`src/rtl/uart_pkg.sv`:
```
// rtl/uart_pkg.sv - shared types and constants for the value UART transmitter
// Contents: tx_state_t (FSM states), UART_DATA_BITS, UART_DEFAULT_CLKS_PER_BIT.
// The PARITY state exists in the enum in every build; it is only reachable when
// VALUE_UART_TX_PARITY_EN is defined.
package uart_pkg;

    localparam int UART_DATA_BITS            = 8;
    localparam int UART_DEFAULT_CLKS_PER_BIT = 434;   // 50 MHz / 115200 baud

    typedef enum logic [2:0] {
        IDLE   = 3'd0,
        START  = 3'd1,
        DATA   = 3'd2,
        PARITY = 3'd3,
        STOP   = 3'd4
    } tx_state_t;

endpackage

```
`src/rtl/baud_tick_gen.sv`:
```
// rtl/baud_tick_gen.sv - bit-period counter producing one tick per serial bit
// Ports:
//   clk   - system clock
//   rst   - asynchronous active-high reset
//   clear - restart the bit period (counter to 0 on the next edge)
//   tick  - high on the last cycle of each bit period
module baud_tick_gen
    import uart_pkg::*;
#(
    parameter int CLKS_PER_BIT = UART_DEFAULT_CLKS_PER_BIT
) (
    input  logic clk,
    input  logic rst,
    input  logic clear,
    output logic tick
);

    localparam int CNT_W = (CLKS_PER_BIT > 1) ? $clog2(CLKS_PER_BIT) : 1;
    localparam logic [CNT_W-1:0] CNT_LAST = CNT_W'(CLKS_PER_BIT - 1);
    localparam logic [CNT_W-1:0] CNT_ONE  = CNT_W'(1);

    logic [CNT_W-1:0] baud_cnt;

    always_ff @(posedge clk or posedge rst) begin
        if (rst) begin
            baud_cnt <= '0;
        end else if (clear || (baud_cnt == CNT_LAST)) begin
            baud_cnt <= '0;
        end else begin
            baud_cnt <= baud_cnt + CNT_ONE;
        end
    end

    assign tick = (baud_cnt == CNT_LAST);

endmodule

```
`src/rtl/value_uart_tx.sv`:
```
// rtl/value_uart_tx.sv - sends value as a UART frame whenever it differs from the last value sent
// Ports:
//   clk   - system clock, rising edge
//   rst   - asynchronous active-high reset (aborts any frame, tx high at once)
//   value - 8-bit count to report, synchronous to clk
//   tx    - UART line, idle high, registered
//   busy  - high while a frame is in flight, registered
// Parameter CLKS_PER_BIT (>= 2): clock cycles per serial bit.
// Optional feature macro VALUE_UART_TX_PARITY_EN: adds an even parity bit (8E1).
module value_uart_tx
    import uart_pkg::*;
#(
    parameter int CLKS_PER_BIT = UART_DEFAULT_CLKS_PER_BIT
) (
    input  logic       clk,
    input  logic       rst,
    input  logic [7:0] value,
    output logic       tx,
    output logic       busy
);

    localparam logic [2:0] LAST_BIT = 3'(UART_DATA_BITS - 1);

    tx_state_t  state, state_nxt;
    logic [7:0] last_sent, last_sent_nxt;
    logic [7:0] shreg, shreg_nxt;
    logic [2:0] bit_cnt, bit_cnt_nxt;
    logic       tx_nxt, busy_nxt;
    logic       clear;
    logic       tick;

    baud_tick_gen #(
        .CLKS_PER_BIT(CLKS_PER_BIT)
    ) u_baud (
        .clk  (clk),
        .rst  (rst),
        .clear(clear),
        .tick (tick)
    );

    always_ff @(posedge clk or posedge rst) begin
        if (rst) begin
            state     <= IDLE;
            last_sent <= 8'h00;
            shreg     <= 8'h00;
            bit_cnt   <= 3'd0;
            tx        <= 1'b1;
            busy      <= 1'b0;
        end else begin
            state     <= state_nxt;
            last_sent <= last_sent_nxt;
            shreg     <= shreg_nxt;
            bit_cnt   <= bit_cnt_nxt;
            tx        <= tx_nxt;
            busy      <= busy_nxt;
        end
    end

    always_comb begin
        state_nxt     = state;
        last_sent_nxt = last_sent;
        shreg_nxt     = shreg;
        bit_cnt_nxt   = bit_cnt;
        tx_nxt        = tx;
        busy_nxt      = busy;
        clear         = 1'b0;

        case (state)
            IDLE: begin
                tx_nxt   = 1'b1;
                busy_nxt = 1'b0;
                // value is only looked at here, so changes made mid-frame
                // collapse into whichever value is present on return to IDLE.
                if (value != last_sent) begin
                    shreg_nxt     = value;
                    last_sent_nxt = value;
                    tx_nxt        = 1'b0;
                    busy_nxt      = 1'b1;
                    clear         = 1'b1;
                    state_nxt     = START;
                end
            end

            START: begin
                if (tick) begin
                    tx_nxt      = shreg[0];
                    bit_cnt_nxt = 3'd0;
                    state_nxt   = DATA;
                end
            end

            DATA: begin
                if (tick) begin
                    if (bit_cnt == LAST_BIT) begin
`ifdef VALUE_UART_TX_PARITY_EN
                        // shreg has been shifted away; last_sent still holds the byte.
                        tx_nxt    = ^last_sent;
                        state_nxt = PARITY;
`else
                        tx_nxt    = 1'b1;
                        state_nxt = STOP;
`endif
                    end else begin
                        shreg_nxt   = shreg >> 1;
                        tx_nxt      = shreg[1];
                        bit_cnt_nxt = bit_cnt + 3'd1;
                    end
                end
            end

`ifdef VALUE_UART_TX_PARITY_EN
            PARITY: begin
                if (tick) begin
                    tx_nxt    = 1'b1;
                    state_nxt = STOP;
                end
            end
`endif

            STOP: begin
                if (tick) begin
                    tx_nxt    = 1'b1;
                    busy_nxt  = 1'b0;
                    state_nxt = IDLE;
                end
            end

            default: begin
                tx_nxt    = 1'b1;
                busy_nxt  = 1'b0;
                state_nxt = IDLE;
            end
        endcase
    end

endmodule

```
`config.mk`:
```
export PLATFORM = sky130hd
export DESIGN_NAME = value_uart_tx
export DESIGN_NICKNAME = d
export VERILOG_FILES = /design/src/rtl/uart_pkg.sv /design/src/rtl/baud_tick_gen.sv /design/src/rtl/value_uart_tx.sv
export SDC_FILE = /design/constraint.sdc
export NUM_CORES = 1
export LEC_CHECK = 0
export ABC_CLOCK_PERIOD_IN_PS = 1760
export BUFFER_PORTS_ARGS = -buffer_cell sky130_fd_sc_hd__buf_2
export CAP_MARGIN = 20
export CORE_ASPECT_RATIO = 2
export CORE_MARGIN = 2
export CORE_UTILIZATION = 25
export CTS_BUF_LIST = sky130_fd_sc_hd__clkbuf_2
export CTS_CLUSTER_SIZE = 16
export DETAILED_ROUTE_END_ITERATION = 6
export PLACE_DENSITY_LB_ADDON = 0.1
export SYNTH_ARGS = -nofsm -noshare
export SYNTH_HDL_FRONTEND = slang
export SYNTH_SLANG_ARGS = --single-unit
```
`constraint.sdc`:
```
create_clock -name clk -period 1.76 [get_ports clk]
set_input_delay 0.176 -clock clk [delete_from_list [all_inputs] [get_ports clk]]
set_output_delay 0.176 -clock clk [all_outputs]
set_load 0.05 [all_outputs]
```
# Word-level counts from Yosys, hierarchy flattened
# Cells that the tools add are included.
# W data, S select, Z words.
# op_classes
magnitude_cmp	0
n_shift	0
add_sub_neg	2
n_mul	0
reduce_logical	11
n_mux	24
n_div	0
n_eq_ne	12
bitwise_logic	1
# ops
cell	n
$mux W8	3
$mux W3	7
$pmux W8 S2	1
$ne A2 B2 Y1 const B	6
$pmux W3 S4	1
$add A9 B1 Y9 const B	1
$eq A9 B9 Y1 const B	1
$mux W9	1
$mux W1	8
$ne A8 B8 Y1	1
$reduce_and A4 Y1	2
$eq A3 B3 Y1 const B	2
$pmux W3 S2	1
$reduce_and A5 Y1	1
$pmux W1 S4	1
$reduce_and A2 Y1	2
$reduce_bool A2 Y1	2
$add A3 B1 Y3 const B	1
$eq A3 B1 Y1 const B	1
$eq A3 B2 Y1 const B	1
$logic_not A3 Y1	1
$pmux W1 S3	1
$reduce_and A3 Y1	1
$reduce_or A2 Y1	1
2 further kinds	2
# totals
rom_bits	0
n_memories	0
ff_bits	33
latchBits	0
out_inout_bits	2
wordCells	57
ram_bits	0

# Logic depth before layout (Yosys ltp)
# depth
ltp_word	5
depth_mapped	8
depth_no_buf	6

# Hierarchy
# From an unflattened synthesis, not the netlist that was laid out.
# unflattened
cells_unflattened	173
area_unflattened_um2	1774.2
# modules_own_cells
module	seq_area_each_um2	cells_per_inst	n_inst	area_each_um2
value_uart_tx	601.8	124	1	1285.0
baud_tick_gen	225.2	49	1	489.2

# Least setup slack after synthesis
# No wires, ideal clock.
# synth_timing
path_kind	reg2reg
start	register u_baud.baud_cnt[0]
end	register shreg[1]
synth_period_minus_slack_ns	1.695
arrival_time_ns	1.608
required_time_ns	1.673
n_path_buf	2
path_stages_with_launch	8
path_slack_ns	0.065
setup_time_ns	0.087
path_cell_list	dfrtp_1 ha_1 and4_4 and4_4 buf_6 or3_1 buf_2 a22oi_1
# synth_between
elab_chain_len	3
# synth_rtl
element	line_no	source
start: declaration	baud_tick_gen.sv:22	logic [CNT_W-1:0] baud_cnt;
start signal: assignment	baud_tick_gen.sv:30	baud_cnt <= baud_cnt + CNT_ONE;
$eq A9 B9 Y1	baud_tick_gen.sv:34	assign tick = (baud_cnt == CNT_LAST);
$ne A2 B2 Y1 (no line)	-	
$reduce_and A4 Y1 (no line)	-	
end signal: assignment	value_uart_tx.sv:52	shreg <= shreg_nxt;
end: declaration	value_uart_tx.sv:26	logic [7:0] shreg, shreg_nxt;
# Every way passes these cells.
# A chain may end at the register's enable or synchronous reset.

# Final worst setup path
# Ends and elaborated chain as after synthesis.

==> flow_metrics.py <==
metrics = {
    "run_status": {
        "status": "finished, final reports clean",
    },
    "placed_design": {
        "hpwl_um": 3642,
        "post_dp_cell_area_sq_um": 2059,
        "gp_congestion": 0.7349,
        "port_buffers": 11,
        "pre_cts_ws_ns": -0.05907,
    },
    "timing": {
        "fin_crit_sh_pct": 96.28,
        "finClkSkew_ns": 0.01578,
        "fin_ws_ns": 0.06547,
        "finalCriticalPeriod_ns": 1.695,
        "setup_tns_ns": 0,
        "worst_pin_slew_ns": 0.4100,
        "relSlewSlack_pct": 71.96,
        "hold_viol_final": 0,
        "fmax_mhz": 590.1,
        "setup_viol": 0,
        "finalMaxSlewViolations": 0,
    },
    "die": {
        "die_w_um": 63.86,
        "ios": 12,
        "core_sq_um": 6940,
        "rows": 43,
        "start_util_pct": 25.82,
        "dieHeight_um": 123.7,
        "die_area_sq_um": 7901,
    },
    "cts": {
        "cts_sinks": 33,
        "tritoncts": "yes",
        "htree_num_levels": 2,
        "cts_buffer_depth": 2,
        "clk_pin_slew_worst_paths_ns": 0.18,
        "numCtsBuffers": 5,
        "clkLatencyLatePin_ns": 0.40,
        "cts-root-buf": "clkbuf_2",
    },
    "grt": {
        "grt_pass1_vias": 1465,
        "overflow": 0,
        "grt.total_usage_pct": 13.34,
        "grt_pass1_wl_um": 7652,
        "antenna_found_initial": 0,
        "grt_max_degree": 34,
    },
    "synth": {
        "syn_nets": 184,
        "yosysSeqAreaShare_pct": 46.16,
        "yosys_most_used_dff": "dfrtp_1",
        "yosys-mux-area-fraction_pct": 6.215,
        "ys_async_sr_fraction_pct": 100.0,
        "ys_types": 42,
        "syn_area_sq_um": 1792,
        "avgSynthCellArea_sq_um": 10.54,
        "ys.warnings.count": 0,
        "synthSimpleGateAreaFrac_pct": 20.04,
        "synth_top_area_cell": "dfrtp_1",
        "ys_top_cells_by_count": "dfrtp_1 (32), nor3_1 (14), xnor2_1 (13)",
        "synth_edf_count": 0,
        "synth_xor_area_share_pct": 7.332,
        "yosys.area.top_type_share_pct": 44.69,
        "synth_seq_cells": 33,
        "synth_top_family_by_area": "simple AND/OR/NAND/NOR gates",
        "synth_compound_area_share_pct": 13.13,
        "yosysMostFrequentCell": "dfrtp_1",
        "syn_inst": 170,
        "synth_fa_ha_area_share_pct": 2.793,
        "yosys-top-cells-area": "dfrtp_1 (45%), xnor2_1 (6.4%), mux2_1 (5.0%), nor3_1 (3.9%), a211oi_1 (2.9%)",
    },
    "flow_run": {
        "cap_violations": 0,
    },
    "route": {
        "ant_nets": 0,
        "vias_per_cell": 4.606,
        "drc": 0,
        "vias": 1368,
        "first_pass_iters": 4,
        "wl_um": 4656,
        "wl_per_cell_um": 15.68,
        "drt_iter0_markers": 75,
    },
    "setup_path": {
        "slowest_stage": "dfrtp_2",
        "crit_start": "u_baud.baud_cnt[0]$_DFF_PP0_",
        "r2r_start": "u_baud.baud_cnt[0]$_DFF_PP0_",
        "path_cells": "ha_1 -> and4_4 -> and4_4 -> or3_4 -> a22oi_1",
        "slowest_delay_ns": 0.48,
        "cp-start-kind": "register",
        "critPathBufInv": 0,
        "endpoint_kind": "register",
        "cp.arrival_ns": 2.02,
        "r2r_slack_ns": 0.07,
        "cp_top_family": "simple AND/OR/NAND/NOR gates",
        "crit_type": "reg2reg",
        "crit_required_ns": 2.08,
        "critPathMostFrequentCell": "and4_4",
        "cp_max_fo": 7,
    },
    "finish": {
        "fin_nets": 220,
        "final.fill_count": 715,
        "register_area_sq_um": 829.5,
        "final_cell_area_sq_um": 2257,
        "drive_gt1_share_pct": 27.54,
        "area_delta_synth_final_pct": 25.98,
        "multi_input_area_sq_um": 939.7,
        "antennaDiodeCount": 0,
    },
    "power": {
        "irDropWorstVdd_uv": 259.8,
        "powerDensity_nw_per_um2": 631.2,
        "p_leak_nw": 0.9592,
    },
    "min_path": {
        "hold_class": "in2reg",
        "min-delay-start": "value[7]",
    },
}
-- cell type report --
type / count / area share [%]
tap: 90 / 4.989
multi-input combinational: 120 / 41.63
timing repair buffer: 36 / 12.14
sequential: 33 / 36.75
inverter: 10 / 1.663
clock buffer: 6 / 1.330
clock inverter: 2 / 1.497
-- sequential cells by signal, indices dropped and copies added (netlist names) --
signal and count:
state 3, busy 1, bit_cnt 3, shreg 8
tx 1, u_baud.baud_cnt 9, last_sent 8
-- report_power, final --
| group | total [W] | switching, W | internal [W] |
|---|---|---|---|
| sequential | 0.000803 | 0.0000250 | 0.000778 |
| combinational | 0.000105 | 0.0000545 | 0.0000505 |
| clock | 0.000517 | 0.000274 | 0.000242 |
| total | 0.00142 | 0.000354 | 0.00107 |
-- cell usage in the layout, fill, tap and decap left out, drive strengths merged, types with 3 or more instances in the layout --
cell type / n
a211oi: 7
a21oi: 5
a22oi: 7
and4: 4
nand2: 3
clkbuf: 6
buf: 30
nor3: 14
inv: 10
dfrtp: 32
nor2: 10
nor2b: 3
and2b: 6
xnor2: 13
o21ai: 7
nand4: 4
dlygate4sd3: 6
ha: 4
nand3: 6
mux2: 9
-- metal layers --
layer,global-route usage [%],share of wire [%],up-vias,wire (um)
li1,-,-,678,-
met1,11.68,32,669,1498
met2,27.21,63,16,2956
met3,2.981,2.1,5,100
met4,6.522,2.1,0,100
met5,0,0,-,0
-- worst register-to-register path, stage by stage, from the launching register on --
cell and delay (ns):
dfrtp_2 0.48, ha_1 0.20, and4_4 0.16, and4_4 0.19, or3_4 0.38, a22oi_1 0.22
-- logic make-up after synthesis --
group,Yosys count
AND/OR/NAND/NOR,59
flip-flops,33
AO/OA/AOI/OAI,32
buffers and inverters,17
XOR/XNOR,15
multiplexers,10
adder cells (fa/ha/maj),4
-- path summary, 6_finish.rpt --
kind / endpoint / cells after the start
setup / recovery: shreg[1]$_DFFE_PP0P_ / 5
hold / removal: last_sent[7]$_DFFE_PP0P_ / 2
setup reg to reg: shreg[1]$_DFFE_PP0P_ / 5
hold reg to reg: tx$_DFFE_PP1P_ / 2
max in group asynchronous: u_baud.baud_cnt[0]$_DFF_PP0_ / 4
min in group asynchronous: shreg[1]$_DFFE_PP0P_ / 4
-- per-stage QoR --
step / util [%] / power [W] / instances / hold WS [ns]
6_report: 32.52 / 0.001425 / 297 / 0.04789
5_1_grt: 32.52 / 0.001510 / 297 / 0.005573
4_1_cts: 30.88 / 0.001438 / 290 / 0.001536
3_5_place_dp: 29.67 / 0.0009111 / 281 / 0.2943
3_3_place_gp: 29.67 / 0.0009088 / 281 / 0.2953
2_1_floorplan: - / 0.0008658 / 170 / 0.3042
-- repair_timing --
| item | CTS | global route |
|---|---|---|
| endpoints found under the hold margin | 32 | 5 |
| hold buffers | 1 | 5 |
| pin swaps | 0 | 1 |
| cloned | 0 | 0 |
| buffers inserted | 0 | 2 |
| setup endpoints to repair | 6 | 13 |
| gates resized for setup | 2 | 12 |
No activity file was read; power rests on OpenSTA's default activity.
